File: src/rtl/exception_ctrl.sv
//------------------------------------------------------------------------------
// exception_ctrl
//   Multicycle exception sequencer between the control unit and the PC/EPC
//   path. It accepts a qualified exception pulse and latches EPC and the
//   cause. It then reads the handler byte from the fixed vector location and
//   issues a one-cycle PC load with the zero-extended handler address.
//
//   Optional feature macro: EXC_LOST_CNT_EN adds the lost_cnt port, a
//   saturating count of events that arrive while a sequence is in progress.
//
// Parameters
//   VEC_OPCODE / VEC_OVF / VEC_DIV0 : byte addresses of the handler bytes
//   CNT_W                           : width of lost_cnt
//
// Ports
//   clk, reset            : clock; synchronous active-high reset
//   exc_opcode            : invalid-opcode pulse
//   exc_overflow          : signed-arithmetic overflow pulse
//   exc_div0              : divide-by-zero pulse
//   pc_in [31:0]          : PC of the faulting instruction plus 4
//   mem_rdata [31:0]      : memory read word, one cycle after the address
//   mem_addr [31:0]       : vector byte address, valid in FETCH/WAIT
//   mem_req               : memory read request, high in FETCH/WAIT
//   busy                  : sequence in progress, which stalls the control unit
//   pc_load               : one-cycle PC write strobe
//   pc_new [31:0]         : handler address
//   epc [31:0]            : exception program counter
//   cause [1:0]           : 0 none, 1 opcode, 2 overflow, 3 div0
//   lost_cnt [CNT_W-1:0]  : dropped-event count (EXC_LOST_CNT_EN only)
//------------------------------------------------------------------------------
module exception_ctrl #(
   parameter logic [31:0] VEC_OPCODE = 32'd253,
   parameter logic [31:0] VEC_OVF    = 32'd254,
   parameter logic [31:0] VEC_DIV0   = 32'd255,
   parameter int unsigned CNT_W      = 8
) (
   input  logic              clk,
   input  logic              reset,
   input  logic              exc_opcode,
   input  logic              exc_overflow,
   input  logic              exc_div0,
   input  logic [31:0]       pc_in,
   input  logic [31:0]       mem_rdata,
   output logic [31:0]       mem_addr,
   output logic              mem_req,
   output logic              busy,
   output logic              pc_load,
   output logic [31:0]       pc_new,
   output logic [31:0]       epc,
   output logic [1:0]        cause
`ifdef EXC_LOST_CNT_EN
   ,
   output logic [CNT_W-1:0]  lost_cnt
`endif
);

   typedef enum logic [1:0] {
      S_IDLE  = 2'd0,
      S_FETCH = 2'd1,
      S_WAIT  = 2'd2,
      S_LOAD  = 2'd3
   } state_t;

   state_t      state;
   logic        any_exc;
   logic [1:0]  next_cause;
   logic [31:0] next_vec;
   logic [7:0]  sel_byte;

   if (CNT_W == 0) begin : g_cnt_w_invalid
      $error("exception_ctrl: CNT_W must be at least 1");
   end

   // Priority opcode > overflow > div0; lower-priority pulses on the same
   // edge are discarded.
   always_comb begin
      any_exc    = exc_opcode | exc_overflow | exc_div0;
      next_cause = 2'd0;
      next_vec   = '0;
      if (exc_opcode) begin
         next_cause = 2'd1;
         next_vec   = VEC_OPCODE;
      end else if (exc_overflow) begin
         next_cause = 2'd2;
         next_vec   = VEC_OVF;
      end else if (exc_div0) begin
         next_cause = 2'd3;
         next_vec   = VEC_DIV0;
      end
   end

   // Little-endian byte lane within the word returned for mem_addr.
   always_comb begin
      sel_byte = '0;
      case (mem_addr[1:0])
         2'b00: sel_byte = mem_rdata[7:0];
         2'b01: sel_byte = mem_rdata[15:8];
         2'b10: sel_byte = mem_rdata[23:16];
         2'b11: sel_byte = mem_rdata[31:24];
         default: sel_byte = '0;
      endcase
   end

   // All outputs are registered. They are set on the edge that enters the
   // state in which they must be valid.
   always_ff @(posedge clk) begin
      if (reset) begin
         state    <= S_IDLE;
         mem_addr <= '0;
         mem_req  <= 1'b0;
         busy     <= 1'b0;
         pc_load  <= 1'b0;
         pc_new   <= '0;
         epc      <= '0;
         cause    <= '0;
      end else begin
         case (state)
            S_IDLE: begin
               if (any_exc) begin
                  state    <= S_FETCH;
                  epc      <= pc_in - 32'd4;
                  cause    <= next_cause;
                  mem_addr <= next_vec;
                  mem_req  <= 1'b1;
                  busy     <= 1'b1;
               end
            end
            S_FETCH: begin
               state <= S_WAIT;
            end
            S_WAIT: begin
               state    <= S_LOAD;
               pc_new   <= {24'b0, sel_byte};
               mem_addr <= '0;
               mem_req  <= 1'b0;
               pc_load  <= 1'b1;
            end
            S_LOAD: begin
               state   <= S_IDLE;
               pc_load <= 1'b0;
               busy    <= 1'b0;
            end
            default: state <= S_IDLE;
         endcase
      end
   end

`ifdef EXC_LOST_CNT_EN
   always_ff @(posedge clk) begin
      if (reset) begin
         lost_cnt <= '0;
      end else if (any_exc && (state != S_IDLE) && (lost_cnt != '1)) begin
         lost_cnt <= lost_cnt + 1'b1;
      end
   end
`endif

endmodule

File: config.mk
export PLATFORM = sky130hd
export DESIGN_NAME = exception_ctrl
export DESIGN_NICKNAME = d
export VERILOG_FILES = /design/src/rtl/exception_ctrl.sv
export SDC_FILE = /design/constraint.sdc
export NUM_CORES = 1
export LEC_CHECK = 0
export CAP_MARGIN = 30
export CORE_MARGIN = 2
export CORE_UTILIZATION = 39
export CTS_CLUSTER_DIAMETER = 120
export CTS_CLUSTER_SIZE = 20
export DETAILED_ROUTE_END_ITERATION = 10
export GPL_ROUTABILITY_DRIVEN = 0
export PLACE_DENSITY_LB_ADDON = 0.08
export SYNTH_ARGS = -nofsm -noshare
export SYNTH_HDL_FRONTEND = slang
export SYNTH_SLANG_ARGS = --single-unit
export TNS_END_PERCENT = 30
File: constraint.sdc
create_clock -name clk -period 2.4 [get_ports clk]
set_clock_uncertainty 0.15 [all_clocks]
set_input_delay 0.36 -clock clk [delete_from_list [all_inputs] [get_ports clk]]
set_output_delay 0.36 -clock clk [all_outputs]
set_load 0.05 [all_outputs]
==> summary.md, run 1 <==
| Metric | Value |
|---|---|
| I/O Pins | `170` |
| Post-Synthesis Cell Area | `2970 sq um` |
| Critical Path End Type | `register` |
| Crit path kind | `in2reg` |
| Post-synthesis compound-gate area fraction | `between 10% and 20%` |
| Most numerous cell in the Yosys netlist | `buf_4` |
| Crit-path max FO | `6` |
| CTS Buffer Depth | `2` |
| Fin cells | `568` |
| Predominant post-synthesis flop cell | `dfxtp_1` |
| Post-Syn Instances | `roughly 330` |
| Rows | `31` |
| Initial Util | `between 40% and 50%` |
| Chip width | `between 90 and 100 um` |
| Critical Path RT | `2.45 ns` |
| Drt total wl | `about 7400 um` |
| Die area | `8320 sq um` |
| Outcome | `completed` |
| Pwr dens | `around 1000 nW/um^2` |
| Min Tclk post-route | `approximately 2.3 ns` |
| Max Freq | `429 MHz` |
| Post-synth top cells | `buf_4 (54), nor2_1 (53), dfxtp_1 (50), a211oi_1 (25), xor2_1 (16)` |
| CTS root buf | `clkbuf_8` |
| Buf/Inv on CP | `2` |
| Initial DRC Count | `82` |
| Yosys cell types | `38` |
| CTS sink count | `50` |
| Relative slew slack | `just over 60%` |
| Antenna diodes | `0` |
| Die H | `just over 90 um` |
| Slowest CP cell | `or4_1` |
| Core Region | `7290 sq um` |
| Register area share after synthesis | `approximately a third` |
| Via count | `approximately 2.7k` |
| First-pass GRT wire length | `between 10000 and 15000 um` |
| Worst path arrival time | `~2.4 ns` |
| Final Util | `between 50 and 60%` |
| Placed Cells | `560` |
| Post-synth top area share | `between 30% and 40%` |
| Crit-path max cell delay | `0.67 ns` |
| Total power | `~4.4 mW` |
| Clock latency at the later pin of the worst-skew pair | `0.29 ns` |
| Leakage | `1.68 nW` |
| Max-cap violations | `0` |
| Drt drc | `0` |
| Crit share post-route | `97.1%` |
| Post CTS Setup Buffer Count | `0` |
| Largest family of logic cells by synthesized area | `simple AND/OR/NAND/NOR gates` |
| Synth Area per Inst | `around 9 sq um` |
| Synthesized flop and latch total | `50` |
| Buffers added on ports | `about 120` |
| Post-synth top area cell | `dfxtp_1` |
| Slew Viols, Final | `0` |
| CP cell instances | `clkdlybuf4s50_1, or4_1, nor4_2, buf_4, nand4b_1, xnor2_1, a22o_1` |
| XOR/XNOR Fraction of Synth Area | `approximately 7.1%` |
| CTS Hold Bufs | `0` |
| Area grow syn2layout | `47.2%` |
| Post-synth ARST share | `0%` |
| Fraction of layout instances using a drive strength above 1 | `a little over an eighth` |
| CP Launch Type | `input port` |
| Post-cts repair resize count | `0` |
| Post-Synth Simple-Gate Area | `18.4%` |
| Gr ovfl total | `0` |
| Number of global-route vias before repair | `roughly 2.5k` |
| Worst slew pin tran | `about 0.57 ns` |
| Post-synth EDFFs | `0` |
| Drt pass-1 iters | `4` |
| Mux contribution to synthesized area | `a little under 9%` |
| ANT nets after route | `0` |
| Gr usage total | `17.3%` |
| Synth Warn # | `0` |
| Drt via density | `between 4 and 5` |
| Type of the worst min-delay path | `reg2reg` |
| H-Tree Depth | `2` |
| CTS tree | `done` |
| Max VDD drop | `0.575 mV` |
| Routed len/inst | `13.0 um` |
| Post-DP Area | `roughly 4200 sq um` |
| WHS | `between 0.3 and 0.4 ns` |
| Pin count of the biggest net entering global routing | `26` |
| Adder-cell share of the synthesized area | `2.11%` |
| Clock slew at reported path FFs | `roughly 0.09 ns` |
| HPWL after detailed placement | `5780 um` |
| Setup-failing EPs final | `0` |
| Hold Fails Final Rpt | `0` |
| Final nets | `around 540` |
| Synth top area cells | `dfxtp_1 (34%), buf_4 (14%), nor2_1 (6.7%)` |
| Largest delay contributor family on the critical path | `simple AND/OR/NAND/NOR gates` |
| Initial antenna violation count | `0` |
| Total CTS buffers | `5` |
| Post-route cell area | `about 4400 sq um` |
==> sequential cells by signal, summed over array words and instances, names as in the netlist <==
name      count
busy          1
cause         2
epc          32
mem_addr      3
mem_req       1
pc_load       1
pc_new        8
state         2
==> final timing paths <==
| check | from | end | slack (ns) | depth (start not counted) |
|---|---|---|---|---|
| min | epc[1]$_SDFFE_PP0P_ | epc[1]$_SDFFE_PP0P_ | 0.32 | 2 |
| min reg2reg | epc[1]$_SDFFE_PP0P_ | epc[1]$_SDFFE_PP0P_ | 0.32 | 2 |
| max | pc_in[21] | epc[31]$_SDFFE_PP0P_ | 0.07 | 7 |
| max reg2reg | state[0]$_SDFFE_PP0P_ | epc[27]$_SDFFE_PP0P_ | 0.45 | 6 |
==> metrics by stage <==
step | TNS, ns | setup WS [ns]
floorplan | 0 | 0.274
global placement | -2.10 | -0.165
detailed placement | -2.72 | -0.210
CTS | 0 | 0.103
global route | -0.0276 | -0.0276
finish | 0 | 0.0701
==> power breakdown <==
part,internal [mW],switching (mW)
clock network,0.292,0.275
registers,1.07,0.162
logic,0.908,1.67
total,2.27,2.11
==> worst min-delay path, stage by stage (launching register included) <==
cell and delay (ns):
dfxtp_1 0.32, nand2_1 0.05, a21oi_1 0.05
==> cell usage in the layout, fill, tap and decap left out, types with 2 or more instances in the layout <==
master,n
or3_1,3
or4_1,3
nor2_1,53
buf_4,32
nor4_1,3
nand4b_1,5
a21oi_1,10
inv_1,7
dfxtp_1,50
clkbuf_8,8
conb_1,48
nand2b_1,3
a211oi_1,24
a22o_1,4
a311oi_1,3
nand3_2,3
a221oi_1,2
nor3_1,5
clkdlybuf4s50_1,119
ha_1,5
or4_4,3
xnor2_1,8
nand3_1,3
nand2_1,12
mux4_2,8
o21ai_0,6
nor2b_1,2
nand3b_1,2
mux2i_1,8
xor2_1,16
==> logic make-up after synthesis <==
group	Yosys count
xor gates and xnor gates	24
DFF	50
buffers and inverters	80
other	1
muxes	16
AOI/OAI and AO/OA	53
adders and majority gates	5
and+or+nand+nor	105
==> area by class of cell <==
class | count | area [sq um]
multi-input cells | 251 | 1650
fillers | 698 | 2930
repair buffers | 153 | 1460
inverters | 7 | 26.3
clock buffers | 8 | 110
well taps | 99 | 124
flip-flops and latches | 50 | 1000
==> routing by layer <==
| layer | vias to the layer above | GRT usage, % | part of all wire [%] |
|---|---|---|---|
| li1 | 1333 | - | - |
| met1 | 1238 | 22.0 | 44 |
| met2 | 93 | 29.7 | 50 |
| met3 | 5 | 3.65 | 6.0 |
| met4 | 0 | 4.55 | 0.83 |
| met5 | - | 0 | 0 |
Note: power is estimated with default switching activity, not from simulation.
==> run 2, diff against run 1 <==
- CELL_PAD_IN_SITES_DETAIL_PLACEMENT: unset -> 1
- CELL_PAD_IN_SITES_GLOBAL_PLACEMENT: unset -> 1
- CORE_UTILIZATION: 39 -> 27
- GPL_TIMING_DRIVEN: unset -> 0
==> run 2 against run 1 <==
Largest power group unchanged. Highest routed layer unchanged. Sequential share of layout area decreased by 1.9 points. Critical endpoint is now epc[23]$_SDFFE_PP0P_. Cell area rose by 8.9%. Sequential power about the same.
==> summary.md, run 2 (synthesized netlist as in run 1, its figures left out) <==
| Metric | Value |
|---|---|
| Critical Path End Type | `register` |
| Total CTS buffers | `5` |
| Max FFs per register | `32` |
| Max Freq | `about 430 MHz` |
| Number of global-route vias before repair | `roughly 2.7k` |
| Leakage | `1.92 nW` |
| ANT nets after route | `0` |
| CTS Buffer Depth | `2` |
| Critical Path End | `epc[23]$_SDFFE_PP0P_` |
| Sequential cell area | `about 1000 sq um` |
| Max VDD drop | `~0.47 mV` |
| Post-DP Area | `roughly 4500 sq um` |
| Initial antenna violation count | `0` |
| Multi-input gate area | `between 1500 and 2000 sq um` |
| CP cell instances | `clkdlybuf4s50_1, or4_4, nor4_4, buf_6, buf_8, nand3_1, xor2_1, a211oi_2` |
| Initial DRC Count | `84` |
| CTS Hold Bufs | `0` |
| Reg-to-reg critical path startpoint | `state[0]$_SDFFE_PP0P_` |
| Biggest register | `epc` |
| Max-cap violations | `0` |
| Layout filler cell count | `~1.3k` |
| Drt via density | `between 4 and 5` |
| Post-route cell area | `4750 sq um` |
| Buffers added on ports | `~120` |
| Crit path kind | `in2reg` |
| Commonest non-fill, non-tap cell in the layout | `clkdlybuf4s50_1` |
| Min Tclk post-route | `between 2 and 2.5 ns` |
| Clock latency at the later pin of the worst-skew pair | `approximately 0.30 ns` |
| Fraction of layout instances using a drive strength above 1 | `about 18%` |
| CTS sink count | `50` |
| Crit path from | `pc_in[11]` |
| WHS | `between 0.2 and 0.3 ns` |
| Routed len/inst | `about 14 um` |
| Gr usage total | `between 10% and 20%` |
| Final nets | `586` |
| Top flop regs | `epc (32), pc_new (8), mem_addr (3)` |
| Rows | `38` |
| Slew Viols, Final | `0` |
| Drt drc | `0` |
| Die H | `109 um` |
| Worst path arrival time | `~2.4 ns` |
| First-pass GRT wire length | `about 14000 um` |
| Slowest CP cell | `or4_4` |
| CTS root buf | `clkbuf_8` |
| CTS tree | `done` |
| CP Launch Type | `input port` |
| H-Tree Depth | `2` |
| Worst slew pin tran | `~0.67 ns` |
| Via count | `approximately 2.8k` |
| Final Util | `roughly 44%` |
| Clock slew at reported path FFs | `roughly 0.090 ns` |
| Gr ovfl total | `0` |
| Drt pass-1 iters | `4` |
| I/O Pins | `170` |
| Core Region | `10800 sq um` |
| Type of the worst min-delay path | `in2reg` |
| Initial Util | `about 27%` |
| Crit share post-route | `95.9%` |
| Critical Path RT | `2.48 ns` |
| Setup-failing EPs final | `0` |
| HPWL after detailed placement | `7260 um` |
| Area grow syn2layout | `60.3%` |
| Relative slew slack | `a little over half` |
| FF-to-FF setup slack | `~0.29 ns` |
| Crit-path max cell delay | `roughly 0.60 ns` |
| Most frequent cells in the layout | `clkdlybuf4s50_1 (117), buf_4 (55), nor2_1 (53)` |
| Hold Fails Final Rpt | `0` |
| Cell depth of the worst flop-to-flop path | `6` |
| Pwr dens | `approximately 1000 nW/um^2` |
| Outcome | `completed` |
| Pin count of the biggest net entering global routing | `16` |
| Drt total wl | `roughly 9000 um` |
| Antenna diodes | `0` |
| Chip width | `approximately 110 um` |
| Die area | `between 10000 and 15000 sq um` |
| Crit-path max FO | `10` |
| Capture point of the worst reg-to-reg path | `epc[5]$_SDFFE_PP0P_` |
-- run 2: cell count changes in the layout (fill, tap and decap cells not counted), sizes merged --
| cell | previous run | this run |
|---|---|---|
| clkdlybuf4s50 | 119 | 117 |
| dlymetal6s2s | 0 | 3 |
| dlygate4sd2 | 0 | 1 |
| bufinv | 0 | 2 |
| clkbuf | 8 | 21 |
| buf | 34 | 61 |
-- run 2: how the worst min path moves through the flow --
stage | end | depth (start not counted) | slack [ns] | start
5_1_grt | epc[8]$_SDFFE_PP0P_ | 3 | 0.29 | pc_in[8]
3_3_place_gp | epc[0]$_SDFFE_PP0P_ | 2 | 0.29 | epc[0]$_SDFFE_PP0P_
3_5_place_dp | epc[1]$_SDFFE_PP0P_ | 2 | 0.30 | epc[1]$_SDFFE_PP0P_
2_1_floorplan | epc[2]$_SDFFE_PP0P_ | 1 | 0.31 | pc_in[2]
6_report | epc[8]$_SDFFE_PP0P_ | 3 | 0.27 | pc_in[8]
4_1_cts | epc[1]$_SDFFE_PP0P_ | 2 | 0.32 | epc[1]$_SDFFE_PP0P_
-- run 2: report_power, final --
group,total [mW],internal (mW),switching (mW)
logic,2.74,0.962,1.77
clock network,0.733,0.445,0.288
registers,1.22,1.07,0.142
-- run 2: routing by layer --
| layer | track usage [%] | up-vias | wire length [um] |
|---|---|---|---|
| met5 | 0 | - | 0 |
| met4 | 3.02 | 0 | 77 |
| met3 | 4.00 | 5 | 826 |
| met2 | 27.1 | 104 | 4410 |
| met1 | 17.7 | 1294 | 3800 |
| li1 | - | 1413 | - |
-- run 2: layout make-up --
class | instances | share of cell area, %
inverter | 7 | 0.553
tap | 140 | 3.68
clock inverter | 2 | 1.26
sequential | 50 | 21.1
timing repair buffer | 124 | 26.2
clock buffer | 6 | 1.74
buffer | 73 | 10.4
multi-input combinational | 251 | 35.1
-- run 2: repair_timing --
action | CTS | global route
pin swaps | 1 | 1
setup endpoints to repair | 16 | 15
buffers inserted | 2 | 1
resized for setup | 3 | 17
-- run 2: through the flow --
| stage | cells | total power, mW | setup TNS [ns] | setup slack, ns |
|---|---|---|---|---|
| after floorplan | 381 | 3.09 | 0 | 0.274 |
| final | 653 | 4.68 | 0 | 0.0995 |
| after detailed placement | 642 | 3.98 | -8.34 | -0.521 |
| after CTS | 652 | 4.74 | -0.0380 | -0.0195 |
| after global routing | 653 | 4.97 | -0.000777 | -0.000777 |
| after global placement | 642 | 3.95 | -7.39 | -0.473 |
-- run 2: critical path: cells and delay by family --
| family | cells | cell delay, ns |
|---|---|---|
| AOI/OAI and AO/OA | 1 | 0.21 |
| xor gates and xnor gates | 1 | 0.17 |
| and+or+nand+nor | 3 | 0.86 |
| buffers and inverters | 3 | 0.77 |
==> run 3, diff against run 2 <==
- CORE_UTILIZATION: 27 -> 28
- CTS_BUF_LIST: unset -> sky130_fd_sc_hd__clkbuf_2
==> run 3 against run 2 <==
Worst hold slack improved by 0.058 ns. Sequential cell count is the same. Cell area fell by 3.9%. Worst setup slack gained 0.056 ns. Register-to-register slack lost 0.05 ns. Via count increased by 0.36%. First-iteration DRC count is 3.6% lower. Largest power group unchanged.
==> summary.md, run 3 (synthesized netlist as in run 1, its figures left out) <==
| Metric | Value |
|---|---|
| Dpl ws | `-0.443 ns` |
| Gr ovfl total | `0` |
| Hold Fails Final Rpt | `0` |
| Chip width | `between 100 and 150 um` |
| ANT nets after route | `0` |
| HPWL after detailed placement | `between 7000 and 8000 um` |
| I/O Pins | `170` |
| Max-cap violations | `0` |
| WHS Path Cells | `2` |
| Buffers added on ports | `121` |
| Unrepaired setup endpoints after global routing | `no` |
| Fin worst setup slack | `0.155 ns` |
| Initial antenna violation count | `0` |
| CTS sink count | `50` |
| Drt total wl | `approximately 8900 um` |
| First-pass GRT wire length | `about 14000 um` |
| Drt pass-1 iters | `4` |
| Clock slew at reported path FFs | `0.26 ns` |
| Worst slew pin tran | `~0.70 ns` |
| Rows | `37` |
| Number of global-route vias before repair | `roughly 2.8k` |
| Min Tclk post-route | `~2.2 ns` |
| Drt via density | `between 4 and 5` |
| Fin cells | `647` |
| Outcome | `completed` |
| Max VDD drop | `around 0.46 mV` |
| WL met1 | `between 3000 and 4000 um` |
| CP Launch Type | `input port` |
| Leakage | `1.85 nW` |
| Max Freq | `445 MHz` |
| Setup-failing EPs final | `0` |
| Top flop regs | `epc (32), pc_new (8), mem_addr (3)` |
| Critical Path RT | `between 2 and 3 ns` |
| WL met2 | `around 4300 um` |
| Final nets | `584` |
| Routed len/inst | `roughly 14 um` |
| Initial DRC Count | `between 80 and 90` |
| Gr usage total | `between 10% and 20%` |
| CTS root buf | `clkbuf_2` |
| Initial Util | `~29%` |
| Core Region | `10300 sq um` |
| Relative slew slack | `53.3%` |
| Placed Cells | `roughly 640` |
| Die H | `about 110 um` |
| Drt drc | `0` |
| Cell depth of the worst flop-to-flop path | `6` |
| Slew Viols, Final | `0` |
| Antenna diodes | `0` |
| Critical Path End Type | `register` |
| CTS Buffer Depth | `2` |
| Pin count of the biggest net entering global routing | `15` |
| H-Tree Depth | `2` |
| Layout filler cell count | `1242` |
| Fraction of layout instances using a drive strength above 1 | `between 10% and 20%` |
| Crit share post-route | `roughly 94%` |
| Total CTS buffers | `5` |
| CTS tree | `done` |
| Biggest register | `epc` |
| Max FFs per register | `32` |
| Area grow syn2layout | `54.1%` |
| Clock latency at the later pin of the worst-skew pair | `between 0.4 and 0.5 ns` |
| Total power | `between 4 and 5 mW` |
| Pwr dens | `about 930 nW/um^2` |
| WL met3 | `between 700 and 800 um` |
| Top layer in use | `met4` |
| Worst path arrival time | `~2.5 ns` |
| Crit path kind | `in2reg` |
| Commonest non-fill, non-tap cell in the layout | `clkdlybuf4s50_1` |
| Most frequent cells in the layout | `clkdlybuf4s50_1 (115), buf_4 (60), nor2_1 (53)` |
| Die area | `about 11000 sq um` |
| Type of the worst min-delay path | `reg2reg` |
| Crit-path max FO | `5` |
| Via count | `2826` |
## run 3: path summary, 6_finish.rpt
kind | startpoint | endpoint | slack [ns]
max | pc_in[7] | epc[21]$_SDFFE_PP0P_ | 0.16
min reg2reg | epc[0]$_SDFFE_PP0P_ | epc[0]$_SDFFE_PP0P_ | 0.33
min | epc[0]$_SDFFE_PP0P_ | epc[0]$_SDFFE_PP0P_ | 0.33
max reg2reg | state[0]$_SDFFE_PP0P_ | epc[22]$_SDFFE_PP0P_ | 0.24
## run 3: final cells by class
cell class	instances	area (sq um)	area share [%]
clock inverters	2	8.76	0.192
well taps	136	170	3.72
flip-flops and latches	50	1000	21.9
multi-input cells	251	1640	35.8
plain buffers	73	489	10.7
clock buffers	6	30.0	0.657
inverters	7	26.3	0.575
repair buffers	122	1210	26.5
## run 3: repair_timing
item / 4_1_cts / 5_1_grt
pin swaps: 0 / 1
hold buffers: 0 / 0
gates resized for setup: 6 / 6
setup buffers: 0 / 1
endpoints found under the setup margin: 21 / 17
gates cloned: 0 / 0
## run 3: worst max-delay path, cell delays in order
cell	delay, ns
clkdlybuf4s50_1	0.48
or4_4	0.58
nor4_4	0.31
buf_4	0.20
nand4b_1	0.12
xor2_1	0.16
a211oi_1	0.24
## run 3: through the flow
| step | TNS, ns | hold WS [ns] | cell area [sq um] | utilization (%) |
|---|---|---|---|---|
| after floorplan | 0 | 0.306 | 3140 | - |
| after global placement | -7.29 | 0.292 | 4520 | 43.8 |
| after detailed placement | -7.68 | 0.303 | 4520 | 43.8 |
| after CTS | 0 | 0.304 | 4550 | 44.1 |
| after global routing | 0 | 0.327 | 4570 | 44.3 |
| final | 0 | 0.329 | 4570 | 44.3 |
## run 3: where the power goes
| part | leakage, nW | internal (mW) | switching [mW] |
|---|---|---|---|
| clock network | 0.0304 | 0.0718 | 0.272 |
| logic | 1.40 | 0.948 | 1.76 |
| registers | 0.414 | 1.07 | 0.141 |
## run 3: metal layers
layer / vias up / track usage [%]
met3: 4 / 4.07
li1: 1413 / -
met1: 1308 / 18.0
met4: 0 / 2.88
met5: - / 0
met2: 101 / 26.7
